**config.mk**
```make
export PLATFORM = sky130hd
export DESIGN_NAME = switch_debounce4
export DESIGN_NICKNAME = d
export VERILOG_FILES = /design/src/rtl/switch_debounce4.sv
export SDC_FILE = /design/constraint.sdc
export NUM_CORES = 1
export LEC_CHECK = 0
export CORE_MARGIN = 2
export CORE_UTILIZATION = 50
export CTS_BUF_LIST = sky130_fd_sc_hd__clkbuf_8
export CTS_CLUSTER_SIZE = 28
export DETAILED_ROUTE_END_ITERATION = 10
export MAX_ROUTING_LAYER = met4
export PLACE_DENSITY = 0.72
export SYNTH_ARGS = -nofsm -noshare
export SYNTH_HDL_FRONTEND = slang
export SYNTH_SLANG_ARGS = --single-unit
```
**constraint.sdc**
```tcl
create_clock -name clk -period 4.11 [get_ports clk]
set_clock_uncertainty 0.2 [all_clocks]
set_input_delay 0.411 -clock clk [delete_from_list [all_inputs] [get_ports clk]]
set_output_delay 0.411 -clock clk [all_outputs]
set_load 0.005 [all_outputs]
```
**src/rtl/switch_debounce4.sv**
```systemverilog
// Four-channel switch conditioner: synchroniser, per-channel stability
// counter, clean levels and registered rise/fall/changed pulses.
module switch_debounce4 #(
    parameter int SYNC_STAGES   = 2,
    parameter int STABLE_CYCLES = 1000000,
    parameter int CNT_W         = 20
) (
    input  logic       clk,
    input  logic       rst_n,
    input  logic [3:0] sw,
    output logic       y_a,
    output logic       y_b,
    output logic       y_c,
    output logic       y_d,
    output logic [3:0] rise,
    output logic [3:0] fall,
    output logic       changed
);

    localparam logic [CNT_W-1:0] LAST = CNT_W'(STABLE_CYCLES - 1);

    logic [3:0]       r_sync [SYNC_STAGES];
    logic [CNT_W-1:0] r_cnt  [4];
    logic [3:0]       r_q;
    logic [3:0]       r_rise;
    logic [3:0]       r_fall;
    logic             r_changed;

    logic [3:0]       w_s;
    logic [3:0]       w_diff;
    logic [3:0]       w_hit;

    assign w_s    = r_sync[SYNC_STAGES-1];
    assign w_diff = w_s ^ r_q;

    always_comb begin
        w_hit = '0;
        for (int i = 0; i < 4; i++) begin
            w_hit[i] = w_diff[i] && (r_cnt[i] == LAST);
        end
    end

    always_ff @(posedge clk) begin
        if (!rst_n) begin
            for (int k = 0; k < SYNC_STAGES; k++) begin
                r_sync[k] <= '0;
            end
        end else begin
            r_sync[0] <= sw;
            for (int k = 1; k < SYNC_STAGES; k++) begin
                r_sync[k] <= r_sync[k-1];
            end
        end
    end

    // Counter restarts whenever the level agrees again or a change commits.
    always_ff @(posedge clk) begin
        if (!rst_n) begin
            for (int i = 0; i < 4; i++) begin
                r_cnt[i] <= '0;
            end
        end else begin
            for (int i = 0; i < 4; i++) begin
                if (!w_diff[i] || w_hit[i]) begin
                    r_cnt[i] <= '0;
                end else begin
                    r_cnt[i] <= r_cnt[i] + 1'b1;
                end
            end
        end
    end

    always_ff @(posedge clk) begin
        if (!rst_n) begin
            r_q       <= '0;
            r_rise    <= '0;
            r_fall    <= '0;
            r_changed <= 1'b0;
        end else begin
            r_q       <= r_q ^ w_hit;
            r_rise    <= w_hit & w_s;
            r_fall    <= w_hit & ~w_s;
            r_changed <= |w_hit;
        end
    end

    assign y_a     = r_q[0];
    assign y_b     = r_q[1];
    assign y_c     = r_q[2];
    assign y_d     = r_q[3];
    assign rise    = r_rise;
    assign fall    = r_fall;
    assign changed = r_changed;

endmodule

```
After elaboration in Yosys (flattened, before gate mapping). Memory sizes are Yosys's and may differ from the RTL's. Index checks and enable logic that the tools add are counted. Widths: inputs -> output; s select.

$add $sub $neg: 4. Equality and inequality tests: 4. Multiplexer cells: 36. Bitwise operators: 15. Reductions and logical operators: 13.

Operators with widths (count): $mux 20 (8); $add 20x1->20 const B (4); $eq 20x20->1 const B (4); $mux 1 (26); $or 1x1->1 (10); $and 4x4->4 (2); $mux 4 (2); $xor 4x4->4 (2); $logic_and 1x1->1 (4); $logic_not 1->1 (4); $logic_or 1x1->1 (4); $not 4->4 (1); $reduce_or 4->1 (1).

Register bits: 13. Memory bits (writable): 88. Input port bits: 6. Logic and storage cells: 78. Memories kept: 2.

Memories: r_cnt (words 4, width 20, read ports 4, clocked after Yosys merged registers in 0, write ports 4, RTL line 23) `logic [CNT_W-1:0] r_cnt [4];`; r_sync (words 2, width 4, read ports 2, clocked after Yosys merged registers in 0, write ports 2, RTL line 22) `logic [3:0] r_sync [SYNC_STAGES];`.

Longest topological paths before layout.
Depth after elaboration: 8. Mapped depth: 9.

Worst setup path before layout. No wires, ideal clock.

Path type: reg2reg. Start: memory r_cnt[3][0]. End: memory r_cnt[3][11] (data pin). Arrival time: 1538 ps. Data required time: 3656 ps. Setup slack: 2118 ps. Stages on the path, launching flop included: 10. Clock period less this slack: 1992 ps. Path through: edfxtp_1 ha_1 and3_1 buf_2 nand3_2 nor3_2 nand2b_1 buf_4 buf_6 nor2_1.

RTL lines (RTL line): start, declared (23).

==> results.md <==
- After routing the design area is 5750 um^2.
- The final hold violation count came to 0.
- Of all nets on the critical path, the largest fanout is 20.
- Static timing analysis puts the maximum clock frequency at about 0.39 GHz.
- For this design, the sink count on the clock tree is slightly above 100.
- 19 I/O pins were placed.
- Of the total power, combinational logic draws 4.2%.
- For this run the aggregate overflow at the end of global routing stands at 0.
- Setup repair after global routing left no endpoint under its margin.
- In the final routed layout, each cell accounts on average for 11.6 um.
- The share of layout cells above drive strength 1 is 5.15%.
- The element type at the critical path end is a flip-flop.
- The number of library cell types mapped by synthesis is 38.
- The number of setup violations in the final report is 0.
- The number of antenna violations at the first check in global routing came to 0.
- The H-tree generated during clock tree synthesis spans 3 levels.
- The first global-routing pass estimated 14.5 mm of wire.
- The die footprint is 10900 um^2.
- The number of instances resized during post-cts repair is 0.
- The via count of the first global-routing pass is 3288.
- Clock tree synthesis selected as its root buffer the cell clkbuf_8.
- The worst setup path is of the flip-flop to flip-flop kind.
- The layout-stage area growth over the synthesis result is 14.5%.
- The total of flip-flops plus latches after synthesis is slightly above 100.
- The dominant synthesized flop cell is edfxtp_1.
- For this design the ratio of total power to cell area is between 300 and 400 nW/um^2.
- The die is 104 um wide.
- Before antenna repair, the detailed router went through 4 iterations.
- The post-cts hold buffer count is 0.
- The worst min-delay path class is flip-flop to flip-flop.
- Once detail routing completed, the nets flagged for antenna violations numbered 0.
- Data on the critical path arrives at its endpoint at ~2.5 ns.
- The clock period minus worst slack is 2.59 ns.
- For this run, design rule violations remaining after detail routing come to 0.
- The height of the die is 104 um.
- Dividing the final minimum period by the clock period gives a little over three fifths.
- At the pin with the least slew margin, the transition time is 0.777 ns.
- Buffers added to address setup during post-CTS repair amount to 0.
- Net switching is 23.8% of the power.
- The later-pin clock latency in the skew report is ~0.36 ns.
- The startpoint type of the worst setup path is a flip-flop.
- Internal power comes to 1.40 mW.
- The clock-pin slew of the registers on the worst-case setup and hold paths is roughly 0.1 ns.
- The sequential power share is 64.0%.
- The leakage power is roughly 2.1 nW.
- In this run the power spent charging and discharging nets is about 0.44 mW.
- The count of max-cap constraint violations is 0.
- The number of antenna diodes in the final layout is 0.
- Counting flops with a built-in enable in the synthesized netlist gives 80.
- In this run the tool buffered the top-level ports with 18 buffer cells.
- The number of buffers added by the clock tree synthesis step is 9.
- Sorting the synthesized cells by how often they occur yields nor2_1, edfxtp_1, xor2_1.
- The detailed-route via count is 3296.
- The setup slack of the most critical reg-to-reg path is between 1.5 and 2 ns.
- The first-iteration detailed-routing DRC count is 75.
- After synthesis, the mean cell area works out to 10.8 um^2.
- The core outline area is 9770 um^2.
- The worst-case IR drop observed on VDD is 0.000219 V.
- The largest net degree at the start of global routing is 22.
- The longest clock path from root to sink contains 2 buffers.
- The area share of the largest cell type after synthesis is 47.8%.
- The biggest area contributor in the post-synthesis netlist is edfxtp_1.
- The most common cell in the synthesized netlist is nor2_1.
- The run finished with clean final reports.
- After legalization and detailed placement, the total HPWL measured 5.92 mm.
- The final-report max-slew violation count was 0.
- The congestion estimate from routability-driven global placement came to 0.813.
- The total wire length after detailed routing is 8.08 mm.
- In this run the cell area measured after placement is roughly 5600 um^2.
- By area the synthesized netlist is led by edfxtp_1, dfxtp_1, xor2_1.
- After the last flow step, the layout net total stands at 568.
- The count of synthesis-stage warnings from yosys is 0.
- The starting utilization of the core area is about 50%.
- In this run the core area contains 36 standard-cell rows.
- The clock network is responsible for 31.7% of the overall power.
- TritonCTS built the clock tree.
- The worst reg-to-reg path cell count is 6.
- The overall global routing resource usage is 16.7%.
- Sequential cells were found to cover 56.2% of the synthesized design area.
- Along the worst hold path, the cell count comes to 1.
- The vias per cell is between 4 and 5.
- The cell area that synthesis handed to floorplanning was 5020 um^2.
- The remaining max-slew budget at the tightest pin is around half.
- The final-layout setup total negative slack is 0 ns.
- The endpoint required time on the critical path is ~4.0 ns.
- The gate count after technology mapping is 464.
- The async set-reset flop share out of synthesis is 0%.
## kinds of logic (layout without fill, tap and decap cells)
family                     Yosys count  count (layout)  synth area share (%)
and+or+nand+nor                    248             248                  25.5
DFF                                101             101                  56.2
xor gates and xnor gates            75              75                  13.1
buffers and inverters               28              48                  2.94
adders and majority gates            4               4                 0.997
muxes                                4               4                 0.797
AOI/OAI and AO/OA                    3               3                 0.424
other                                1              80                0.0747
## stage by stage
stage	power [mW]	hold slack, ns	cells	setup WS (ns)	utilization (%)
floorplan	1.25	0.212	543	2.12	-
finish	1.84	0.238	696	1.52	58.9
global route	1.91	0.252	696	1.27	58.9
detailed placement	1.27	0.220	680	1.41	57.0
global placement	1.27	0.215	680	1.52	57.0
CTS	1.86	0.241	696	1.51	58.9
## worst max-delay path: stages, from the launching register on
cell and delay [ns]:
edfxtp_1 0.42, ha_1 0.23, nand2_1 0.09, nor2_1 0.26, nand4_1 0.31, nand3_1 0.69
nor2_1 0.13
## area by class of cell
| class | instances | area [um^2] |
|---|---|---|
| tap | 133 | 166 |
| inverter | 14 | 52.6 |
| sequential | 101 | 2820 |
| multi-input combinational | 414 | 2350 |
| clock buffer | 9 | 124 |
| fill | 864 | 4020 |
| timing repair buffer | 18 | 180 |
| clock inverter | 7 | 58.8 |
## cells in the final DEF (no fill, tap or decap), types with 2 or more instances in the layout
cell type	netlist	routed
nor2b_1	8	8
nand2_1	32	32
nor4_1	2	2
clkinvlp_4	0	2
nand4_2	2	2
clkdlybuf4s50_1	0	18
edfxtp_1	80	80
or2_2	3	3
ha_1	4	4
clkbuf_8	0	9
clkinv_4	0	2
nor3_2	3	3
nor2_1	97	97
dfxtp_1	21	21
and3_1	9	9
mux2i_1	4	4
and4_1	9	9
nor4b_1	6	6
inv_6	0	3
nand4_1	15	15
xnor2_1	30	30
nor3_1	13	13
inv_1	14	14
xor2_1	45	45
conb_1	1	80
and2_1	10	10
nand3_1	30	30
## final timing paths
kind | from | endpoint
worst max register to register | r_cnt[0][0] | r_cnt[0][14]
worst min-delay path | r_sync[0][0] | r_sync[0][4]
worst max-delay path | r_cnt[0][0] | r_cnt[0][14]
worst min register to register | r_sync[0][0] | r_sync[0][4]
## routing by layer
| metal | up-vias | part of all wire, % | global-route usage, % |
|---|---|---|---|
| met2 | 32 | 49 | 27.6 |
| li1 | 1710 | - | - |
| met4 | 0 | 1.0 | 4.15 |
| met5 | - | 0 | - |
| met3 | 11 | 3.6 | 4.76 |
| met1 | 1543 | 47 | 20.2 |
## sequential cells by signal, summed over array words and instances, names as in the netlist, named ones only
signal   count
r_cnt       80
r_sync       8
fall         4
rise         4
changed      1
## power by group through the flow
stage	Combinational (mW)	Clock, mW	Sequential (mW)
after floorplan	0.0653	0	1.19
after global placement	0.0741	0	1.20
after detailed placement	0.0749	0	1.20
after CTS	0.0756	0.604	1.18
after global routing	0.0909	0.639	1.18
final	0.0773	0.583	1.18
No activity file was read; power rests on OpenSTA's default activity.
==> RTL change: new RTL, same settings <==
Set the parameter `CNT_W` to 40 (it was 20).
--- a/src/rtl/switch_debounce4.sv
+++ b/src/rtl/switch_debounce4.sv
@@ -4,5 +4,5 @@
     parameter int SYNC_STAGES   = 2,
     parameter int STABLE_CYCLES = 1000000,
-    parameter int CNT_W         = 20
+    parameter int CNT_W         = 40
 ) (
     input  logic       clk,
Formal check against the unedited RTL: same outputs for any inputs over 10 cycles, from zero or initial values and one cycle with rst_n low; that may be too few to reach the edited logic, so the function may still have changed.
==> RTL change against the unedited design <==
  * Synthesized cell count rose by 100%
  * Hold slack improved by 0.027 ns
  * Total power rose by 91%
  * Critical path type unchanged
  * Area after synthesis rose by 91%
  * Highest routed layer unchanged
  * Fmax fell by 17%
  * Clock power rose by 110%
  * Worst setup slack got worse by 0.53 ns
  * Design area rose by 91%
  * Sequential cell count rose by 80
  * Wire length rose by 120%
  * Critical path depth did not move
  * Core utilization fell by 0.32 points
  * Critical endpoint is now r_cnt[2][37]
==> RTL change: results (changes against the unedited design) <==
stage;metric;value;unit;change
status;outcome;complete, no violations;;unchanged
global_routing;global-route wire length before repair;30230;um;was 14,470 um
clock_tree;latest clock arrival within the worst-skew pair;0.47;ns;was 0.36 ns
placement;area of placed instances;10590;um^2;was 5570 um^2
final_layout;layout cell share with drive strength beyond 1;5.031;%;was 5.151%
drt;wire length on met1;8734;um;was 3766 um
final_layout;clock buffers;18;;was 9
yosys;EDFF count, synth;160;;was 80
drt;final wirelength;17470;um;was 8077 um
setup_path;crit path from;r_cnt[2][7];;was r_cnt[0][0]
yosys;Mapped Cells;930;;was 464
clock_tree;CTS buffer count;17;;was 9
global_routing;GRT met1 Usage;26.16;%;was 20.24%
setup_path;Crit Reg-Reg Endpoint;r_cnt[2][37];;was r_cnt[0][14]
final_layout;fill count;1666;;was 864
drt;met2 wire length;8091;um;was 3936 um
min_path;hold path startpoint;r_sync[0][1];;was r_sync[0][0]
drt;met3 wire length;486;um;was 291 um
placement;worst slack at placement;1.003;ns;was 1.415 ns
global_routing;met2 GRT Util;28.63;%;was 27.58%
sta;Hold Slack;0.2647;ns;was 0.2381 ns
setup_path;Critical Path AT;3.14;ns;was 2.48 ns
placement;hpwl dp;12240;um;was 5920 um
global_routing;largest net degree at the start of global routing;41;;was 22
final_layout;Nets;1110;;was 568
clock_tree;# H-tree levels;4;;was 3
setup_path;Critical Path Fanout Max;26;;was 20
final_layout;Clock-cell share;3.644;%;was 3.175%
final_layout;multi-input gates;850;;was 414
global_routing;grt met3 use;4.105;%;was 4.762%
final_layout;Signal inverters;21;;was 14
sta;Worst Max-Slew Pin Slew;0.9560;ns;was 0.7769 ns
-- RTL change: worst max-delay path: stages, from the launching register on --
cell and delay, ns:
edfxtp_1 0.48, nor4b_1 0.41, nand4_1 0.15, nor4b_1 0.69
nand2b_1 0.62, buf_12 0.25, a21oi_1 0.06
-- RTL change: power groups by stage --
stage / logic [mW] / registers, mW / clock network [mW]
finish: 0.139 / 2.15 / 1.22
global route: 0.163 / 2.16 / 1.33
CTS: 0.136 / 2.15 / 1.26
detailed placement: 0.134 / 2.19 / 0
global placement: 0.133 / 2.19 / 0
floorplan: 0.112 / 2.17 / 0
-- RTL change: logic make-up after synthesis --
family | after synthesis | synth area share, %
xor gates and xnor gates | 125 | 11.43
muxes | 4 | 0.4182
other | 1 | 0.03917
AOI/OAI and AO/OA | 62 | 3.528
buffers and inverters | 58 | 2.483
DFF | 181 | 54.57
and+or+nand+nor | 495 | 27.00
adders and majority gates | 4 | 0.5228
